**config.mk**
```make
export PLATFORM = sky130hd
export DESIGN_NAME = berzerk_nvram_arb
export DESIGN_NICKNAME = d
export VERILOG_FILES = /design/src/rtl/berzerk_nvram_arb.sv
export SDC_FILE = /design/constraint.sdc
export NUM_CORES = 1
export LEC_CHECK = 0
export ABC_AREA = 1
export ABC_CLOCK_PERIOD_IN_PS = 3000
export BUFFER_PORTS_ARGS = -buffer_cell sky130_fd_sc_hd__buf_4
export CORE_ASPECT_RATIO = 2
export CORE_MARGIN = 8
export CORE_UTILIZATION = 54
export CTS_CLUSTER_DIAMETER = 40
export DETAILED_ROUTE_END_ITERATION = 16
export HOLD_SLACK_MARGIN = 0.02
export PLACE_DENSITY_LB_ADDON = 0.05
export SKIP_CTS_REPAIR_TIMING = 1
export SLEW_MARGIN = 30
export SYNTH_ARGS = -nofsm -noshare
export SYNTH_HDL_FRONTEND = slang
export SYNTH_SLANG_ARGS = --single-unit
```
**constraint.sdc**
```tcl
create_clock -name clk_sys -period 3 [get_ports clk_sys]
set_input_delay 0.3 -clock clk_sys [delete_from_list [all_inputs] [get_ports clk_sys]]
set_output_delay 0.3 -clock clk_sys [all_outputs]
set_load 0.02 [all_outputs]
```
**src/rtl/berzerk_nvram_arb.sv**
```systemverilog
`default_nettype none
// ============================================================================
//  Module   : berzerk_nvram_arb
//  Purpose  : Arbitrates a single-port NVRAM between the CPU and HPS ioctl
//             up/download, with a one-entry HPS pending buffer.
//  Revision : 1.0  initial release
// ============================================================================
module berzerk_nvram_arb #(
   parameter int AW = 10
) (
   input  logic          clk_sys,
   input  logic          reset,
   input  logic          cpu_req,
   input  logic          cpu_we,
   input  logic [AW-1:0] cpu_addr,
   input  logic [7:0]    cpu_din,
   output logic [7:0]    cpu_dout,
   output logic          cpu_ack,
   input  logic          hps_nvram,
   input  logic          hps_wr,
   input  logic          hps_rd,
   input  logic [AW-1:0] hps_addr,
   input  logic [7:0]    hps_din,
   output logic [7:0]    hps_dout,
   output logic          hps_wait,
   output logic [AW-1:0] ram_addr,
   output logic          ram_we,
   output logic [7:0]    ram_wdata,
   input  logic [7:0]    ram_rdata,
   output logic          busy,
   output logic          ovf
);

   localparam logic [2:0] c_IDLE     = 3'd0;
   localparam logic [2:0] c_CPU_ACC  = 3'd1;
   localparam logic [2:0] c_CPU_DONE = 3'd2;
   localparam logic [2:0] c_HPS_ACC  = 3'd3;
   localparam logic [2:0] c_HPS_DONE = 3'd4;

   logic [2:0]    r_state;
   logic          r_op_we;
   logic          r_pend;
   logic          r_pend_we;
   logic [AW-1:0] r_pend_addr;
   logic [7:0]    r_pend_din;
   logic          r_ovf;

   logic          w_strobe;
   logic          w_both;
   logic          w_accept;
   logic          w_drop;
   logic          w_hps_go;
   logic          w_hps_we;
   logic [AW-1:0] w_hps_addr;
   logic [7:0]    w_hps_din;

   assign w_strobe = hps_nvram & (hps_wr | hps_rd);
   assign w_both   = hps_nvram & hps_wr & hps_rd;
   assign w_accept = w_strobe & ~w_both & ~r_pend;
   assign w_drop   = w_both | (w_strobe & r_pend);

   // A strobe accepted while IDLE bypasses the buffer so HPS wins a same-cycle tie.
   assign w_hps_go   = r_pend | w_accept;
   assign w_hps_we   = r_pend ? r_pend_we   : hps_wr;
   assign w_hps_addr = r_pend ? r_pend_addr : hps_addr;
   assign w_hps_din  = r_pend ? r_pend_din  : hps_din;

   always_ff @(posedge clk_sys) begin
      if (reset) begin
         r_state     <= c_IDLE;
         r_op_we     <= 1'b0;
         r_pend      <= 1'b0;
         r_pend_we   <= 1'b0;
         r_pend_addr <= '0;
         r_pend_din  <= 8'h00;
         r_ovf       <= 1'b0;
         cpu_ack     <= 1'b0;
         cpu_dout    <= 8'h00;
         hps_dout    <= 8'h00;
         ram_addr    <= '0;
         ram_wdata   <= 8'h00;
         ram_we      <= 1'b0;
      end else begin
         ram_we  <= 1'b0;
         cpu_ack <= 1'b0;

         if (w_drop) begin
            r_ovf <= 1'b1;
         end

         if (w_accept) begin
            r_pend      <= 1'b1;
            r_pend_we   <= hps_wr;
            r_pend_addr <= hps_addr;
            r_pend_din  <= hps_din;
         end

         case (r_state)
            c_IDLE: begin
               if (w_hps_go) begin
                  r_state   <= c_HPS_ACC;
                  r_op_we   <= w_hps_we;
                  ram_addr  <= w_hps_addr;
                  ram_wdata <= w_hps_din;
                  ram_we    <= w_hps_we;
               end else if (cpu_req && !cpu_ack) begin
                  // The ack cycle itself is masked; the CPU drops req one cycle later.
                  r_state   <= c_CPU_ACC;
                  r_op_we   <= cpu_we;
                  ram_addr  <= cpu_addr;
                  ram_wdata <= cpu_din;
                  ram_we    <= cpu_we;
               end
            end
            c_CPU_ACC: begin
               r_state <= c_CPU_DONE;
            end
            c_CPU_DONE: begin
               if (!r_op_we) begin
                  cpu_dout <= ram_rdata;
               end
               cpu_ack <= 1'b1;
               r_state <= c_IDLE;
            end
            c_HPS_ACC: begin
               r_state <= c_HPS_DONE;
            end
            c_HPS_DONE: begin
               if (!r_op_we) begin
                  hps_dout <= ram_rdata;
               end
               r_pend  <= 1'b0;
               r_state <= c_IDLE;
            end
            default: begin
               r_state <= c_IDLE;
            end
         endcase
      end
   end

   assign hps_wait = r_pend;
   assign busy     = (r_state != c_IDLE);
   assign ovf      = r_ovf;

endmodule
`default_nettype wire

```
==> reports/results.ini <==
[status]
status=complete, no violations

[place]
post-dp-hpwl_mm=5.168
dp.cells=566
placement.io_buffers=89
gp_congestion=0.7852

[yosys]
yosys-top-cells-area=dfxtp_1, nand2_1, nor2_1
syn_avg_cell_area_um2=6.325
synth_cells=438
synth_seq_area_share_pct=44.08
netlist_area_mm2=0.002770
yosysTopAreaCellShare_pct=44.08
synth_warnings=0
synth_cell_types=20
yosys.area.top_type=dfxtp_1
syn-num-nets=489
synth_seq_cells=61

[drt]
maxUsedRoutingLayer=met4
ant_nets=0
wl_met3_um=509
drt-pass1-iter-count=4
drc=0
wl_per_cell_um=12.15
drt-total-wl_mm=7.074
num_vias=2762
drt_iter0_markers=177
routed-wl-met2_mm=3.289
wl_met1_mm=3.164
routed_via_density=4.746

[critical_path]
crit_chain=inv_2, nand2_1, nand2_1, nand2_1, nor2_1, nor2_1
crit_slowest_cell=dfxtp_1
arrival_ns=2.07
crit_top_cell=nand2_1
crit_required_ns=3.27
crit_family=simple AND/OR/NAND/NOR gates
cp-start-kind=flop
worstSetupPathType=flop to flop
end_kind=flop
critPathMaxStageDelay_ns=0.66
path_buf_inv=1
crit_fanout=20

[global_routing]
antenna_found_initial=0
grt_overflow=0
grtUsageTotal_pct=18.67
grt_pass1_vias=2598
grt_max_degree=39
grt_pass1_wl_mm=11.61

[sta]
tightest_slew_ns=0.7263
finalClockSkew_ns=0.007928
rsz0062_at_grt=false
hold_violations=0
final-setup-viol-count=0
setup_tns_ns=0
finalCriticalPeriod_ns=1.805
max_freq_mhz=554.2
relSlewSlack_pct=51.28
finalCritPeriodShare_pct=60.15
drv_slew=0

[clock_network]
clkTransAtPathRegs_ns=0.07
cts_made_buffers=9
cts_buffer_depth=2
htree_levels=3
insertion_delay_ns=0.33
root_buffer=clkbuf_8
tritoncts=done
clock-sinks=61

[cells_and_area]
antennaDiodeCount=0
fin_cells=582
fin_util_pct=72.43
fin_nets=570
area_delta_synth_final_pct=31.93
drive_above_1_share_pct=21.56

[die]
dieArea_mm2=0.007817
num_rows=37
die-height_um=117.3
die_width_um=66.65
core-area_mm2=0.005046
initial_core_util_pct=54.90
top_level_ports=90

[job]
drv_cap=0

[power_and_ir_drop]
p_leak_nw=1.879
pwr_density_cell_mw_per_mm2=645.5
peakVddDrop_mv=0.5497

[min_path]
hold_path_class=input port to flop

worst min-delay path: stages:
cell and delay [ns]:
buf_4 0.08, nor2_1 0.04, nor2_1 0.09
cells by family (layout without fill, tap and decap cells):
group | Yosys count | in the layout | share of synthesized area, %
buffers and inverters | 53 | 139 | 8.221
and+or+nand+nor | 286 | 286 | 40.74
DFF | 61 | 61 | 44.08
AOI/OAI and AO/OA | 38 | 38 | 6.956
where the power goes:
group | switching [W] | internal [W] | leakage, nW
Combinational | 0.000353 | 0.000229 | 1.26
Clock | 0.000319 | 0.000514 | 0.116
Sequential | 0.0000474 | 0.000896 | 0.501
cells in the mapped netlist (all sizes together):
master	instances
nand2	190
nor2	64
dfxtp	61
inv	29
nand3	28
a21oi	27
buf	12
clkbuf	10
o21ai	10
clkinv	2
nor3	2
nand4	1
nor4	1
o21a	1
metal layers:
layer,up-vias,GRT usage (%)
met1,1166,23.97
met3,11,5.052
met5,-,0
met2,79,28.63
li1,1506,-
met4,0,7.317
layout make-up:
| class | count | area [um2] |
|---|---|---|
| multi-input combinational | 324 | 1321 |
| inverter | 31 | 116.4 |
| tap | 58 | 72.57 |
| sequential | 61 | 1221 |
| timing repair buffer | 92 | 690.7 |
| clock inverter | 5 | 81.33 |
| clock buffer | 11 | 151.4 |
| fill | 463 | 1391 |
state kept, by name (all words and copies together), names as in the netlist, 3 cells and up:
signal,count
cpu_dout,8
hps_dout,8
ram_addr,10
r_state,3
r_pend_addr,10
r_pend_din,8
ram_wdata,8
worst paths after layout:
path / startpoint / to / slack (ns) / cells after the start
hold / removal: ram_rdata[7] / cpu_dout[7] / 0.21 / 3
setup reg to reg: hps_wait / ram_wdata[7] / 1.20 / 6
setup / recovery: hps_wait / ram_wdata[7] / 1.20 / 6
hold reg to reg: hps_dout[2] / hps_dout[2] / 0.46 / 2
metrics by stage:
step / power, W / worst slack (ns) / instance area, um2 / hold WS, ns
after floorplan: 0.001337 / 1.677 / 2770 / 0.4349
after global placement: 0.001540 / 1.123 / 3422 / 0.4488
after detailed placement: 0.001542 / 1.122 / 3422 / 0.4529
after CTS: 0.002377 / 1.166 / 3655 / 0.2026
after global routing: 0.002491 / 0.9492 / 3655 / 0.2102
final: 0.002359 / 1.195 / 3655 / 0.2115
cells in the final DEF, fill, tap and decap left out:
master / instances
nor2_1: 62
inv_6: 1
inv_1: 27
clkbuf_8: 11
nor3_1: 2
nand3_1: 28
nand2_2: 1
nor2_4: 1
o21a_1: 1
clkinvlp_4: 1
clkinv_2: 1
nor4_1: 1
dfxtp_1: 61
bufinv_16: 2
o21ai_0: 10
nor2_2: 1
inv_2: 2
nand2_1: 189
nand4_1: 1
clkinv_1: 2
buf_4: 92
a21oi_1: 27
No activity file was read; power rests on OpenSTA's default activity.
